File: config.mk
export PLATFORM = sky130hd
export DESIGN_NAME = systolic_in_buff_mc_flat
export DESIGN_NICKNAME = d
export VERILOG_FILES = /design/src/rtl/systolic_in_buff_mc_pkg.sv /design/src/rtl/systolic_in_buff_mc_if.sv /design/src/rtl/systolic_in_buff_mc_ch_fifo.sv /design/src/rtl/systolic_in_buff_mc.sv /design/src/flat_wrapper.sv
export SDC_FILE = /design/constraint.sdc
export NUM_CORES = 2
export LEC_CHECK = 0
export CAP_MARGIN = 20
export CORE_UTILIZATION = 55
export DETAILED_ROUTE_END_ITERATION = 6
export PLACE_DENSITY = 0.69
export SYNTH_ARGS = -nofsm -noshare
export SYNTH_HDL_FRONTEND = slang
export SYNTH_HIERARCHICAL = 1
export SYNTH_SLANG_ARGS = --single-unit
File: constraint.sdc
create_clock -name clk -period 13.7 [get_ports clk]
set_input_delay 3.425 -clock clk [delete_from_list [all_inputs] [get_ports clk]]
set_output_delay 3.425 -clock clk [all_outputs]
set_load 0.01 [all_outputs]
File: src/rtl/systolic_in_buff_mc_pkg.sv
// ============================================================================
// Module      : sysin_pkg
// Description : Shared sizing helpers and types for the multi-channel
//               systolic input staging buffer.
// Revision    : 1.0 - initial release
// ============================================================================
`default_nettype none

package sysin_pkg;

    localparam int c_MAX_DEPTH_LOG2 = 16;

    // Wide enough for the occupancy count of any supported channel depth
    typedef logic [c_MAX_DEPTH_LOG2:0] cnt_t;

    function automatic int ch_w(input int num_ch);
        return (num_ch <= 2) ? 1 : $clog2(num_ch);
    endfunction

    function automatic int depth_of(input int depth_log2);
        return 1 << depth_log2;
    endfunction

endpackage

`default_nettype wire

File: src/rtl/systolic_in_buff_mc_if.sv
// ============================================================================
// Module      : systolic_in_buff_mc_if
// Description : Tagged DMA write stream plus per-channel valid/ready read
//               ports. Optional macro SYSIN_FLUSH_EN adds per-channel flush.
// Revision    : 1.0 - initial release
// ============================================================================
`default_nettype none

interface systolic_in_buff_mc_if
    import sysin_pkg::*;
#(
    parameter int NUM_CH         = 2,
    parameter int DMA_DATA_WIDTH = 32
) ();

    localparam int c_CH_W = ch_w(NUM_CH);

    logic                               in_valid;
    logic                               in_ready;
    logic [c_CH_W-1:0]                  in_ch;
    logic [DMA_DATA_WIDTH-1:0]          in_data;
    logic [NUM_CH-1:0]                  out_valid;
    logic [NUM_CH-1:0]                  out_ready;
    logic [NUM_CH*DMA_DATA_WIDTH-1:0]   out_data;
    logic                               ch_err;
`ifdef SYSIN_FLUSH_EN
    logic [NUM_CH-1:0]                  flush;

    modport master (
        output in_valid, in_ch, in_data, out_ready, flush,
        input  in_ready, out_valid, out_data, ch_err
    );
    modport slave (
        input  in_valid, in_ch, in_data, out_ready, flush,
        output in_ready, out_valid, out_data, ch_err
    );
`else
    modport master (
        output in_valid, in_ch, in_data, out_ready,
        input  in_ready, out_valid, out_data, ch_err
    );
    modport slave (
        input  in_valid, in_ch, in_data, out_ready,
        output in_ready, out_valid, out_data, ch_err
    );
`endif

endinterface

`default_nettype wire

File: src/rtl/systolic_in_buff_mc_ch_fifo.sv
// ============================================================================
// Module      : sysin_ch_fifo
// Description : One first-word-fall-through channel: simple dual-port memory,
//               registered read stage and output register. Optional macro
//               SYSIN_FLUSH_EN adds a synchronous flush input.
// Revision    : 1.0 - initial release
// ============================================================================
`default_nettype none

module sysin_ch_fifo
    import sysin_pkg::*;
#(
    parameter int DATA_W     = 32,
    parameter int DEPTH_LOG2 = 5
) (
    input  wire                 clk,
    input  wire                 rst,
    input  wire                 wr_en,
    input  wire  [DATA_W-1:0]   wr_data,
`ifdef SYSIN_FLUSH_EN
    input  wire                 flush,
`endif
    output logic                full,
    output logic                out_valid,
    input  wire                 out_ready,
    output logic [DATA_W-1:0]   out_data
);

    localparam int c_DEPTH = depth_of(DEPTH_LOG2);

    typedef logic [DEPTH_LOG2-1:0] ptr_t;
    typedef logic [DEPTH_LOG2:0]   ch_cnt_t;

    logic [DATA_W-1:0] r_mem [c_DEPTH];
    logic [DATA_W-1:0] r_rd_data;
    logic [DATA_W-1:0] r_out_data;
    ptr_t              r_wr_ptr;
    ptr_t              r_rd_ptr;
    ch_cnt_t           r_cnt;
    logic              r_rd_pend;
    logic              r_out_valid;

    logic              w_flush;
    logic              w_pop;
    logic              w_load;
    logic              w_rd_en;
    ch_cnt_t           w_mem_cnt;

`ifdef SYSIN_FLUSH_EN
    assign w_flush = flush;
`else
    assign w_flush = 1'b0;
`endif

    // cnt covers memory, the in-flight read and the output register alike
    assign w_pop     = r_out_valid && out_ready;
    assign w_load    = r_rd_pend && (!r_out_valid || w_pop);
    assign w_mem_cnt = r_cnt - ch_cnt_t'(r_out_valid) - ch_cnt_t'(r_rd_pend);
    assign w_rd_en   = (w_mem_cnt != '0) && (!r_rd_pend || w_load);

    assign full      = (cnt_t'(r_cnt) == cnt_t'(c_DEPTH));
    assign out_valid = r_out_valid;
    assign out_data  = r_out_data;

    always_ff @(posedge clk) begin
        if (!rst || w_flush) begin
            r_wr_ptr    <= '0;
            r_rd_ptr    <= '0;
            r_cnt       <= '0;
            r_rd_pend   <= 1'b0;
            r_out_valid <= 1'b0;
        end else begin
            if (wr_en)
                r_wr_ptr <= r_wr_ptr + ptr_t'(1);
            if (w_rd_en)
                r_rd_ptr <= r_rd_ptr + ptr_t'(1);
            r_cnt <= r_cnt + ch_cnt_t'(wr_en) - ch_cnt_t'(w_pop);
            if (w_rd_en)
                r_rd_pend <= 1'b1;
            else if (w_load)
                r_rd_pend <= 1'b0;
            if (w_load)
                r_out_valid <= 1'b1;
            else if (w_pop)
                r_out_valid <= 1'b0;
        end
    end

    always_ff @(posedge clk) begin
        if (wr_en)
            r_mem[r_wr_ptr] <= wr_data;
        if (w_rd_en)
            r_rd_data <= r_mem[r_rd_ptr];
    end

    always_ff @(posedge clk) begin
        if (w_load)
            r_out_data <= r_rd_data;
    end

endmodule

`default_nettype wire

File: src/rtl/systolic_in_buff_mc.sv
// ============================================================================
// Module      : systolic_in_buff_mc
// Description : Multi-channel input staging buffer between the DMA write
//               stream and the systolic array edges. Optional macro
//               SYSIN_FLUSH_EN enables per-channel flush.
// Revision    : 1.0 - initial release
// ============================================================================
`default_nettype none

module systolic_in_buff_mc
    import sysin_pkg::*;
#(
    parameter int NUM_CH         = 2,
    parameter int DMA_DATA_WIDTH = 32,
    parameter int DEPTH_LOG2     = 5
) (
    input  wire                     clk,
    input  wire                     rst,
    systolic_in_buff_mc_if.slave    bus
);

    logic [NUM_CH-1:0]                  w_full;
    logic [NUM_CH-1:0]                  w_flush;
    logic [NUM_CH-1:0]                  w_wr_en;
    logic [NUM_CH-1:0]                  w_out_valid;
    logic [NUM_CH*DMA_DATA_WIDTH-1:0]   w_out_data;
    logic                               w_bad_tag;
    logic                               w_sel_blocked;
    logic                               w_in_ready;
    logic                               r_ch_err;

`ifdef SYSIN_FLUSH_EN
    assign w_flush = bus.flush;
`else
    assign w_flush = '0;
`endif

    assign w_bad_tag = (32'(bus.in_ch) >= 32'(NUM_CH));

    // Only registered state feeds in_ready, so a same-cycle pop never frees a slot
    always_comb begin
        w_sel_blocked = 1'b0;
        for (int c = 0; c < NUM_CH; c++) begin
            if (32'(bus.in_ch) == c)
                w_sel_blocked = w_full[c] || w_flush[c];
        end
    end

    assign w_in_ready    = rst && (w_bad_tag || !w_sel_blocked);
    assign bus.in_ready  = w_in_ready;
    assign bus.out_valid = w_out_valid;
    assign bus.out_data  = w_out_data;
    assign bus.ch_err    = r_ch_err;

    generate
        for (genvar c = 0; c < NUM_CH; c++) begin : g_ch
            assign w_wr_en[c] = bus.in_valid && w_in_ready && !w_bad_tag
                                && (32'(bus.in_ch) == 32'(c));

            sysin_ch_fifo #(
                .DATA_W     (DMA_DATA_WIDTH),
                .DEPTH_LOG2 (DEPTH_LOG2)
            ) u_fifo (
                .clk        (clk),
                .rst        (rst),
                .wr_en      (w_wr_en[c]),
                .wr_data    (bus.in_data),
`ifdef SYSIN_FLUSH_EN
                .flush      (w_flush[c]),
`endif
                .full       (w_full[c]),
                .out_valid  (w_out_valid[c]),
                .out_ready  (bus.out_ready[c]),
                .out_data   (w_out_data[c*DMA_DATA_WIDTH +: DMA_DATA_WIDTH])
            );
        end
    endgenerate

    always_ff @(posedge clk) begin
        if (!rst)
            r_ch_err <= 1'b0;
        else if (bus.in_valid && w_bad_tag)
            r_ch_err <= 1'b1;
    end

endmodule

`default_nettype wire

File: src/flat_wrapper.sv
// flat-port wrapper written by rule: the top's interface ports become plain ports
module systolic_in_buff_mc_flat import sysin_pkg::*;
#(
    parameter int NUM_CH         = 2,
    parameter int DMA_DATA_WIDTH = 32,
    parameter int DEPTH_LOG2     = 5
)
  (clk, rst, bus_in_valid, bus_in_ch, bus_in_data, bus_out_ready, bus_in_ready, bus_out_valid, bus_out_data, bus_ch_err);
  systolic_in_buff_mc_if #(.NUM_CH(NUM_CH), .DMA_DATA_WIDTH(DMA_DATA_WIDTH)) bus_i ();
  input  wire clk;
  input  wire rst;
  input wire logic [$bits(bus_i.in_valid)-1:0] bus_in_valid;
  input wire logic [$bits(bus_i.in_ch)-1:0] bus_in_ch;
  input wire logic [$bits(bus_i.in_data)-1:0] bus_in_data;
  input wire logic [$bits(bus_i.out_ready)-1:0] bus_out_ready;
  output wire logic [$bits(bus_i.in_ready)-1:0] bus_in_ready;
  output wire logic [$bits(bus_i.out_valid)-1:0] bus_out_valid;
  output wire logic [$bits(bus_i.out_data)-1:0] bus_out_data;
  output wire logic [$bits(bus_i.ch_err)-1:0] bus_ch_err;
  assign bus_i.in_valid = bus_in_valid;
  assign bus_i.in_ch = bus_in_ch;
  assign bus_i.in_data = bus_in_data;
  assign bus_i.out_ready = bus_out_ready;
  assign bus_in_ready = bus_i.in_ready;
  assign bus_out_valid = bus_i.out_valid;
  assign bus_out_data = bus_i.out_data;
  assign bus_ch_err = bus_i.ch_err;
  systolic_in_buff_mc #(.NUM_CH(NUM_CH), .DMA_DATA_WIDTH(DMA_DATA_WIDTH), .DEPTH_LOG2(DEPTH_LOG2)) u_core (.clk(clk), .rst(rst), .bus(bus_i));
endmodule
==> flow_summary.toml <==
[run_status]
status = "complete, no violations"

[global_route]
grt_util_met3_pct = 4.18
grtUsageMet1_pct = 36.3
grt_pass1_vias = 38200
use_met2_pct = 35.4
antenna_found_initial = 4
grt_max_degree = 148
grt-ovfl-total = 0
grt.total_usage_pct = 23.5
grt_pass1_wl_mm = 264
grt_busiest_layer = "met1"

[worst_hold_path]
worstHoldStart = "u_core/g_ch[0].u_fifo/r_rd_data[3]$_DFFE_PP_"
min_to = "u_core/g_ch[0].u_fifo/out_data[3]$_DFFE_PP_"
hold_depth = 0
hold_path_class = "reg2reg"

[yosys]
synth_flop_cell = "edfxtp_1"
synth_area_mm2 = 0.0845
synth.net_count = 3865
yosys_warnings = 6
synth_top_area_share_pct = 77.4
synth-edff-count = 2176
ys_ff_latch = 2212
synthArstFlopShare_pct = 0
ys_types = 50
postSynthCellCount = 3787
ys_seq_area_share_pct = 78.2
synthTopCellsByArea = "edfxtp_1, mux4_2, mux2i_1"
synth_area_per_cell_um2 = 22.3
yosys.area.top_type = "edfxtp_1"

[finish]
layout-drive-gt1-share_pct = 24.3
diodes = 0
stdcell_count = 6243
nFillCells = 10100
design_area_mm2 = 0.0951
final_cell_mix = "edfxtp_1, mux4_2, mux2i_1"
area_growth_pct = 12.6
layout.nets = 4114
final_common_cell = "edfxtp_1"

[clock_network]
post-cts-setup-buffers = 0
insertion_delay_ns = 0.83
clk_pin_slew_ns = 0.06
cts_sinks = 2212
ctsLongestPathBuffers = 3
cts-htree-levels = 4
cts_hold_buffers = 0
numCtsBuffers = 209
cts_root_buffer = "clkbuf_16"
cts_resized = 0
cts_tree = "yes"

[worst_setup_path]
r2r-end = "u_core/g_ch[1].u_fifo/r_rd_data[20]$_DFFE_PP_"
reg2reg_slack_ns = 9.19
path_common_cell = "clkdlybuf4s50_1"
max_stage_delay_ns = 0.87
r2r-start = "u_core/g_ch[1].u_fifo/r_rd_ptr[1]$_SDFFE_PN0P_"
cpMaxStageDelayCell = "clkdlybuf4s50_1"
cp.depth = 3
cp-end-kind = "primary output"
worst-path-buf-inv = 2
worstSetupPathType = "in2out"
critPathArrivalTime_ns = 5.04
crit_family = "buffers and inverters"
worst_setup_path_start_kind = "primary input"
crit_chain = "clkdlybuf4s50_1 -> and2_1 -> clkdlybuf4s50_1"
worst-path-max-fanout = 17
r2r_cells = 7
worstPathRequired_ns = 10.27

[drt]
postRouteAntennaNets = 0
drtIter0Drc = 4325
route.vias.total = 38800
viasPerCell = 6.21
drcViolationCount = 0
routedWlPerCell_um = 29.2
wirelength_mm = 182
drt_first_pass_iters = 5

[die]
io_pins = 106
dieArea_mm2 = 0.155
dieHeight_um = 394
core-area_mm2 = 0.152
die_width_um = 394
initial_core_util_pct = 55.5
rows = 143

[flow_run]
maxCapViolations = 0

[power]
ir_worst_vdd_v = 0.000137
power_mw = 15.4
power.leakage_nw = 29.2
p_per_area_mw_per_mm2 = 162

[sta]
fin_crit_sh_pct = 61.8
fin_crit_ns = 8.47
fmax_mhz = 118
drv_slew = 0
tns_ns = 0
worst_slack_ns = 5.23
rsz0062_at_grt = "false"
fin_skew_ns = 0.0307
slew_headroom_pct = 24.5
tightest_slew_ns = 1.13
finalSetupViolations = 0
finalHoldViolations = 0

[place]
gp_congestion = 0.784
dp_slack_ns = 5.17
port_buffers = 104
placed_area_mm2 = 0.0884
dp.cells = 5845
dp_hpwl_mm = 99.0
==> cells by family after synthesis <==
family          count (synthesis)  share of synthesized area (%)
compound gates                231                           2.01
xor+xnor                       18                          0.187
fa+ha+maj                      40                          0.628
buf+inv                       230                           1.33
flops                        2212                           78.2
mux                           806                           16.2
other cells                     1                        0.00444
simple gates                  249                           1.40
==> worst max-delay path by stage <==
| stage | slack (ns) | from | endpoint |
|---|---|---|---|
| 2_1_floorplan | 5.92 | rst | u_core/g_ch[1].u_fifo/r_mem[3][0]$_DFFE_PP_ |
| 3_3_place_gp | 5.17 | rst | bus_in_ready |
| 3_5_place_dp | 5.17 | rst | bus_in_ready |
| 4_1_cts | 5.16 | rst | bus_in_ready |
| 5_1_grt | 5.12 | rst | bus_in_ready |
| 6_report | 5.23 | rst | bus_in_ready |
==> per-stage QoR <==
stage               hold slack, ns  utilization (%)
floorplan                    0.400                -
global placement             0.403             58.0
detailed placement           0.405             58.1
CTS                          0.412             62.3
global route                 0.421             62.4
finish                       0.415             62.4
==> synthesized netlist by cell type, types with 32 or more instances <==
master,instances
a21oi_1,48
buf_4,40
a31oi_1,34
a22oi_1,50
edfxtp_1,2176
mux2i_1,326
dfxtp_1,36
a22o_1,46
o221ai_1,33
nand2_1,59
inv_1,35
clkbuf_1,80
nor2_1,69
buf_2,61
nor3_1,52
ha_1,36
mux2_2,32
mux4_2,448
==> report_power, final <==
group	switching, mW	leakage [nW]	internal (mW)
clock	2.43	3.17	3.06
sequential	0.136	20.0	7.65
combinational	1.12	6.03	0.979
total	3.69	29.2	11.7
==> area by class of cell <==
type                    count  area (um2)  area share [%]
well taps                2030        2540            2.67
flip-flops and latches   2212       66100            69.5
inverters                  35         131           0.138
repair buffers            233        2060            2.17
multi-input cells        1345       17800            18.7
clock buffers             266        5490            5.77
clock inverters           122        1010            1.06
==> flip-flops by register name, summed over array words and instances (netlist names) <==
signal                        cells
u_core/g_ch.u_fifo/r_rd_data     64
u_core/g_ch.u_fifo/r_rd_pend      2
u_core/g_ch.u_fifo/r_cnt         12
u_core/g_ch.u_fifo/out_valid      2
u_core/g_ch.u_fifo/r_wr_ptr      10
u_core/g_ch.u_fifo/r_rd_ptr      10
u_core/g_ch.u_fifo/out_data      64
u_core/g_ch.u_fifo/r_mem       2048
==> metal layers <==
layer / vias up / wire, um
met5: - / 0
met2: 1624 / 85000
met1: 20500 / 79300
met3: 230 / 14300
met4: 0 / 3500
li1: 16400 / -
(Power assumes the default switching activity.)
